<file path="config.mk">
export PLATFORM = sky130hd
export DESIGN_NAME = down_counter_8
export DESIGN_NICKNAME = d
export VERILOG_FILES = /design/src/rtl/down_counter_8_pkg.sv /design/src/rtl/down_counter_8.sv
export SDC_FILE = /design/constraint.sdc
export NUM_CORES = 1
export LEC_CHECK = 0
export ABC_CLOCK_PERIOD_IN_PS = 1750
export BUFFER_PORTS_ARGS = -buffer_cell sky130_fd_sc_hd__buf_2
export CAP_MARGIN = 20
export CORE_AREA = 4 4 41 43
export CTS_CLUSTER_SIZE = 14
export DETAILED_ROUTE_END_ITERATION = 8
export DIE_AREA = 0 0 45 47
export PLACE_DENSITY_LB_ADDON = 0.15
export RECOVER_POWER = 25
export SYNTH_ARGS = -nofsm -noshare
export SYNTH_HDL_FRONTEND = slang
export SYNTH_SLANG_ARGS = --single-unit
export TNS_END_PERCENT = 10
</file>
<file path="constraint.sdc">
create_clock -name clk -period 1.75 [get_ports clk]
set_clock_uncertainty 0.05 [all_clocks]
set_input_delay 0.525 -clock clk [delete_from_list [all_inputs] [get_ports clk]]
set_output_delay 0.525 -clock clk [all_outputs]
set_load 0.05 [all_outputs]
</file>
<file path="src/rtl/down_counter_8_pkg.sv">
// Shared constants for the down_counter_8 block.
//   DC_WIDTH : default counter / load-data width in bits.
package down_counter_8_pkg;
  localparam int DC_WIDTH = 8;
endpackage

</file>
<file path="src/rtl/down_counter_8.sv">
// down_counter_8: loadable synchronous down counter with terminal-count flag.
//   clk     in  1      rising-edge clock
//   rst     in  1      async active-high reset, clears count to 0
//   load    in  1      sync parallel load (wins over enable)
//   enable  in  1      sync decrement, wraps 0 -> all-ones
//   data_in in  WIDTH  load value
//   count   out WIDTH  counter register
//   tc      out 1      1 when count == 0 (combinational, not gated by enable)
module down_counter_8
  import down_counter_8_pkg::*;
#(
  parameter int WIDTH = DC_WIDTH
) (
  input  logic             clk,
  input  logic             rst,
  input  logic             load,
  input  logic             enable,
  input  logic [WIDTH-1:0] data_in,
  output logic [WIDTH-1:0] count,
  output logic             tc
);

  logic [WIDTH-1:0] r_count;
  logic [WIDTH-1:0] w_dec;

  // Unsigned subtract wraps naturally, giving 0 -> all-ones.
  assign w_dec = r_count - {{(WIDTH-1){1'b0}}, 1'b1};

  always_ff @(posedge clk or posedge rst) begin
    if (rst)         r_count <= '0;
    else if (load)   r_count <= data_in;
    else if (enable) r_count <= w_dec;
  end

  assign count = r_count;
  assign tc    = (r_count == '0);

endmodule

</file>
==> results_dict.tcl, run 1 <==
set metrics [dict create \
    dieArea_sq_um 2120 \
    arrival_ps 1360 \
    ys.flop_type "dfrtp_1" \
    top_layer "met4" \
    grt_pass1_wl_um 2210 \
    yosys.area.top_type "dfrtp_1" \
    switching_share_pct 38.9 \
    holdWs_ps 158 \
    setup_slack_ps -181 \
    rows 13 \
    p_comb_share_pct 40.4 \
    wl_met1_um 553 \
    ant_nets 0 \
    antenna_found_initial 0 \
    final-hold-violation-count 0 \
    hp-class "in -> async" \
    synthArstFlopShare_pct 100 \
    syn_area_sq_um 487 \
    htreeDepth 1 \
    crit_fanout 2 \
    dr_total_vias 527 \
    timing.rr.start "count[3]" \
    dpl_worst_slack_ps -18.5 \
    final_nets 102 \
    max_freq_mhz 518 \
    yosysUniqueCellTypes 24 \
    cts_buffer_depth 2 \
    setup_viol 1 \
    wl_met3_um 70 \
    yosys.area.top_type_share_pct 41.1 \
    leakage_nw 0.357 \
    synth_cells 55 \
    die_y_um 47 \
    cp_slowest_stage_delay_ps 420 \
    antenna_cells 0 \
    synth.avg_cell_area_sq_um 8.85 \
    gp_congestion 0.770 \
    grt_setup_unrepaired "true" \
    avgRoutedWirePerCell_um 12.4 \
    drtIter0Drc 22 \
    clockPowerShare_pct 24.0 \
    dpl.cell_count 98 \
    slew_headroom_pct 75.5 \
    yosys_warnings 0 \
    cts_setup_buffers 0 \
    synth_most_common_cell "nand2_1" \
    powerDensity_nw_per_um2 872 \
    cts_tree "yes" \
    cts_sinks 8 \
    ys_top_cells_by_area "dfrtp_1, nand2_1, o21ai_0, xnor2_1, ha_1" \
    grt_pass1_vias 496 \
    rrSetupSlack_ps 80 \
    ys_seq_area_share_pct 41.1 \
    switchingPower_w 0.000251 \
    grt_max_degree 12 \
    area_delta_synth_final_pct 51.9 \
    syn-num-nets 69 \
    grtUsageTotal_pct 14.7 \
    clock_tree.root_cell "clkbuf_4" \
    firstDrtPassIters 4 \
    period_share_pct 110 \
    worstMarginPinSlew_ps 363 \
    largest_reg_flops 8 \
    finalCriticalPeriod_ps 1930 \
    remaining_drc_errors 0 \
    internal-power_w 0.000394 \
    reg2regPathDepth 4 \
    violations "negative setup slack" \
    r2r-end "count[6]" \
    insertion_delay_ps 250 \
    numCtsBuffers 3 \
    end_kind "primary output" \
    critical_path_class "reg -> out" \
    cp_cell_sequence "nor4_4 -> and4_4 -> buf_8" \
    worst_ep_required_time_ps 1170 \
    core_area_sq_um 1300 \
    die_x_um 45 \
    fin_cells 102 \
    cpMaxStageDelayCell "dfrtp_2" \
    drive_gt1_share_pct 47.1 \
    yosys_register_bits 8 \
    drt_wl_total_um 1260 \
    overflow 0 \
    vias_per_cell 5.17 \
    status "finished, violations left" \
    vdd_drop_max_mv 0.529 \
    dp_hpwl_um 1010 \
    power_frac_seq_pct 35.6 \
    synth_commonest_cells "nand2_1, dfrtp_1, o21ai_0" \
    route.met2.wl_um 620 \
    drv_cap 0 \
    slew_viol_final 0 \
    ioPinCount 21 \
    initial_utilization_pct 37.4 \
    start_kind "flop" \
    hold_buffers 0 \
    port_buffers 20 \
    path_clk_slew_ps 60 \
    synth_edf_count 0 \
]
[how the worst max path moves through the flow]
stage                   from  endpoint  slack, ps
floorplan           count[5]        tc        -70
global placement    count[5]        tc          6
detailed placement  count[5]        tc        -20
CTS                 count[5]        tc       -200
global route        count[5]        tc       -280
finish              count[5]        tc       -180
[metal layers]
metal  track usage, %  up-vias
met3             5.75        2
met2             24.0       16
met5                0        -
met1             17.0      246
li1                 -      263
met4             7.02        0
[cell type report]
type / count / area [sq um]
multi-input cells: 40 / 282
flip-flops and latches: 8 / 205
fillers: 133 / 562
well taps: 15 / 18.8
repair buffers: 30 / 189
inverters: 5 / 18.8
clock buffers: 4 / 26.3
[through the flow]
| stage | power, W | util (%) | TNS, ps | cell area [sq um] |
|---|---|---|---|---|
| finish | 0.000645 | 56.8 | -181 | 739 |
| global route | 0.000685 | 56.8 | -276 | 739 |
| CTS | 0.000647 | 56.3 | -202 | 732 |
| detailed placement | 0.000490 | 53.5 | -18.5 | 696 |
| global placement | 0.000487 | 53.5 | 0 | 696 |
| floorplan | 0.000396 | - | -70.8 | 509 |
[cell usage in the layout, fill, tap and decap left out, drive strengths merged]
cell type / n
a21oi: 1
a311o: 2
a311oi: 1
and2: 1
and4: 1
and4bb: 1
buf: 30
clkbuf: 4
dfrtp: 8
ha: 2
inv: 5
nand2: 9
nand2b: 1
nand3: 1
nand3b: 1
nand4: 1
nor2: 2
nor3: 1
nor3b: 1
nor4: 1
nor4b: 1
o21ai: 6
or4: 2
xnor2: 3
xor2: 1
[worst max-delay path: cells and delay by family, from the launching register on]
kind                   cells  cell delay (ps)
and+or+nand+nor            2              540
DFF                        1              420
buffers and inverters      1              140
[logic make-up (layout without fill, tap and decap cells)]
kind of cell | Yosys count | in the layout | share of synthesized area (%)
buffers and inverters | 7 | 39 | 5.40
adder cells (fa/ha/maj) | 2 | 2 | 5.14
AO/OA/AOI/OAI | 10 | 10 | 13.1
XOR/XNOR | 4 | 4 | 7.20
AND/OR/NAND/NOR | 24 | 24 | 28.0
flip-flops | 8 | 8 | 41.1
[power groups by stage]
stage	registers (W)	clock network, W	logic [W]
6_report	0.000230	0.000155	0.000260
3_3_place_gp	0.000232	0	0.000255
5_1_grt	0.000232	0.000170	0.000283
3_5_place_dp	0.000232	0	0.000257
2_1_floorplan	0.000320	0	0.0000757
4_1_cts	0.000229	0.000158	0.000260
[timing repair]
item,CTS,global route
gates resized for setup,3,2
pin swaps,1,1
endpoints found under the hold margin,0,0
setup endpoints to repair,1,2
No activity file was read; power rests on OpenSTA's default activity.
==> run 2, diff against run 1 <==
REMOVE_ABC_BUFFERS = 1   (was default)
==> results_dict.tcl, run 2 (synthesis results as in run 1) <==
set metrics [dict create \
    status "finished, violations left" \
    violations "negative setup slack" \
    layout_common_cells "buf_2, nand2_1, dfrtp_1, buf_4, o21ai_0" \
    end_kind "primary output" \
    hold_buffers 0 \
    final_core_util_pct 54.2 \
    initial_utilization_pct 37.4 \
    antenna_cells 0 \
    max_freq_mhz 521 \
    slew_headroom_pct 76.8 \
    cts_sinks 8 \
    slew_viol_final 0 \
    leakage_nw 0.348 \
    die_x_um 45 \
    dieArea_sq_um 2120 \
    worstMarginPinSlew_ps 343 \
    worst_ep_required_time_ps 1170 \
    dpl_worst_slack_ps -49.3 \
    die_y_um 47 \
    arrival_ps 1350 \
    drtIter0Drc 5 \
    setup_slack_ps -170 \
    vias_per_cell 4.99 \
    cts_setup_buffers 0 \
    cts_tree "yes" \
    grt_pass1_wl_um 2060 \
    clock_tree.root_cell "clkbuf_4" \
    setup_viol 1 \
    final_nets 100 \
    hp-class "in -> async" \
    period_share_pct 110 \
    placed_cell_area_sq_um 658 \
    remaining_drc_errors 0 \
    critical_path_class "reg -> out" \
    port_buffers 20 \
    numCtsBuffers 3 \
    drive_gt1_share_pct 39.3 \
    start_kind "flop" \
    insertion_delay_ps 260 \
    avgRoutedWirePerCell_um 12.5 \
    dr_total_vias 494 \
    antenna_found_initial 0 \
    final_common_cell "buf_2" \
    powerDensity_nw_per_um2 891 \
    vdd_drop_max_mv 0.417 \
    grt_max_degree 20 \
    finalCriticalPeriod_ps 1920 \
    core_area_sq_um 1300 \
    overflow 0 \
    final_area_sq_um 706 \
    htreeDepth 1 \
    path_clk_slew_ps 60 \
    largest_reg_flops 8 \
    ant_nets 0 \
    grtUsageTotal_pct 14.4 \
    r2r-end "count[6]" \
    drv_cap 0 \
    final-hold-violation-count 0 \
    rows 13 \
    dp_hpwl_um 962 \
    timing.rr.start "count[2]" \
    drt_wl_total_um 1240 \
    area_delta_synth_final_pct 45.0 \
    holdWs_ps 151 \
    reg2regPathDepth 4 \
    cts_buffer_depth 2 \
    grt_setup_unrepaired "true" \
    firstDrtPassIters 4 \
    gp_congestion 0.712 \
    rrSetupSlack_ps 70 \
    crit_fanout 2 \
    ioPinCount 21 \
    grt_pass1_vias 461 \
]
-- run 2: cell count changes in the layout (fill, tap and decap cells not counted) --
cell	change
buf_6	+1
and4_1	+1
dfrtp_1	+4
buf_4	-2
or4_1	+1
and4_4	-1
dfrtp_2	-4
clkbuf_1	-1
buf_8	-1
or4_4	-1
-- run 2: routing by layer --
| metal | global-route usage (%) | routed length [um] | vias to the layer above |
|---|---|---|---|
| met5 | 0 | 0 | - |
| met4 | 12.3 | 37 | 0 |
| met3 | 4.60 | 92 | 4 |
| met2 | 22.0 | 581 | 15 |
| met1 | 16.2 | 525 | 219 |
| li1 | - | - | 256 |
-- run 2: layout make-up --
cell class | instances | area [sq um]
Timing Repair Buffer | 28 | 170
Inverter | 5 | 18.8
Tap cell | 15 | 18.8
Multi-Input combinational cell | 40 | 275
Fill cell | 130 | 596
Sequential cell | 8 | 200
Clock buffer | 3 | 22.5
-- run 2: timing repair --
action,in CTS,in global routing
pin swaps,2,1
gates resized for setup,3,2
setup endpoints to repair,1,2
cloned,0,0
-- run 2: power breakdown --
part / internal (W) / leakage (nW) / switching [W]
sequential: 0.000207 / 0.0966 / 0.0000213
clock: 0.0000792 / 0.0138 / 0.0000733
combinational: 0.0000910 / 0.237 / 0.000157
-- run 2: how the worst max path moves through the flow --
stage | start | endpoint | slack (ps) | cells past startpoint
after floorplan | count[2] | tc | -480 | 2
after global placement | count[2] | tc | -40 | 3
after detailed placement | count[2] | tc | -50 | 3
after CTS | count[5] | tc | -190 | 3
after global routing | count[5] | tc | -280 | 3
final | count[5] | tc | -170 | 3
-- run 2: worst max-delay path, stage by stage (launching register included) --
cell and delay (ps):
dfrtp_1 400, nor4_4 280, and4_1 240, buf_6 160
-- run 2: through the flow --
stage,cells,setup TNS [ps],total power [W]
floorplan,53,-547,0.000379
global placement,96,-35.9,0.000467
detailed placement,96,-49.3,0.000470
CTS,99,-194,0.000629
global route,99,-277,0.000666
finish,99,-170,0.000628
==> run 3, diff against run 2 <==
ABC_CLOCK_PERIOD_IN_PS = 2350   (was 1750)
clock period = 2.35 ns   (was 1.75 ns; I/O delays follow)
==> results_dict.tcl, run 3 (synthesis results as in run 1) <==
set metrics [dict create \
    hp-class "in -> async" \
    status "complete, no violations" \
    die_y_um 47 \
    vias_per_cell 4.95 \
    cts_tree "yes" \
    ant_nets 0 \
    dieArea_sq_um 2120 \
    avgRoutedWirePerCell_um 11.8 \
    drv_cap 0 \
    cp-startpoint "count[2]" \
    area_delta_synth_final_pct 32.6 \
    port_buffers 20 \
    htreeDepth 1 \
    grtUsageTotal_pct 11.6 \
    fin_cells 92 \
    cts_sinks 8 \
    antenna_found_initial 0 \
    rows 13 \
    max_freq_mhz 453 \
    dr_total_vias 455 \
    arrival_ps 1450 \
    dp_hpwl_um 831 \
    grt_setup_unrepaired "false" \
    powerDensity_nw_per_um2 679 \
    die_x_um 45 \
    cp_cell_sequence "nor4_4 -> and4_1 -> clkbuf_4" \
    drtIter0Drc 2 \
    vdd_drop_max_mv 0.386 \
    cts_setup_buffers 0 \
    drive_gt1_share_pct 33.8 \
    remaining_drc_errors 0 \
    slew_headroom_pct 67.3 \
    leakage_nw 0.311 \
    grt_pass1_vias 387 \
    end_kind "primary output" \
    layout_common_cells "buf_2, nand2_1, dfrtp_1, o21ai_0, inv_1" \
    setup_tns_ps 0 \
    initial_utilization_pct 37.4 \
    largest_reg_flops 8 \
    holdWs_ps 335 \
    firstDrtPassIters 2 \
    grt_pass1_wl_um 1680 \
    timing.rr.start "count[2]" \
    cp_slowest_stage_delay_ps 460 \
    power_w 0.000439 \
    crit_fanout 7 \
    drt_wl_total_um 1090 \
    insertion_delay_ps 250 \
    period_share_pct 93.9 \
    final-hold-violation-count 0 \
    worstMarginPinSlew_ps 490 \
    grt_max_degree 20 \
    slew_viol_final 0 \
    placed_cell_area_sq_um 606 \
    final_common_cell "buf_2" \
    start_kind "flop" \
    setup_viol 0 \
    overflow 0 \
    cpMaxStageDelayCell "dfrtp_1" \
    clock_tree.root_cell "clkbuf_4" \
    core_area_sq_um 1300 \
    path_clk_slew_ps 60 \
    final_area_sq_um 646 \
    gp_congestion 0.802 \
    cts_buffer_depth 2 \
    ioPinCount 21 \
    finalCriticalPeriod_ps 2210 \
    antenna_cells 0 \
    critical_path_class "reg -> out" \
    numCtsBuffers 3 \
    final_nets 93 \
    dpl.cell_count 89 \
    worst_ep_required_time_ps 1590 \
]
## run 3: cell types whose count changed in the layout (fill, tap and decap cells not counted), sizes merged
cell	change
clkbuf	+1
buf	-8
## run 3: stage by stage
step,utilization (%),setup WS [ps]
floorplan,-,-63.7
global placement,46.5,310
detailed placement,46.5,295
CTS,48.3,4.37
global route,49.6,28.1
finish,49.6,143
## run 3: routing by layer
metal  part of all wire (%)  vias to the layer above  global-route usage, %
li1                       -                      241                      -
met1                     49                      200                   13.7
met2                     44                       12                   17.8
met3                    5.6                        2                   5.75
met4                   0.46                        0                   5.26
met5                      0                        -                      0
## run 3: worst paths after layout
kind | end | slack [ps] | depth (start not counted)
max | tc | 140 | 3
min | count[2] | 330 | 2
max reg2reg | count[6] | 670 | 3
min reg2reg | count[6] | 540 | 2
max in group asynchronous | count[5] | 1670 | 2
min in group clk | count[6] | 540 | 2
## run 3: repair_timing
item | in CTS | in global routing
gates resized for setup | 0 | 3
endpoints found under the setup margin | 0 | 1
hold buffers | 0 | 0
## run 3: critical path, delay by kind of cell (launching register included)
| family | cells | cell delay, ps |
|---|---|---|
| simple gates | 2 | 510 |
| flops | 1 | 460 |
| buf+inv | 1 | 220 |
## run 3: final cells by class
class | count | area [sq um]
timing repair buffer | 21 | 110
clock buffer | 3 | 22.5
fill | 143 | 656
inverter | 5 | 18.8
sequential | 8 | 200
multi-input combinational | 40 | 275
tap | 15 | 18.8
## run 3: report_power, final
part	switching [W]	total [W]	internal (W)
clock network	0.0000478	0.000106	0.0000585
registers	0.0000250	0.000179	0.000154
logic	0.000103	0.000153	0.0000500
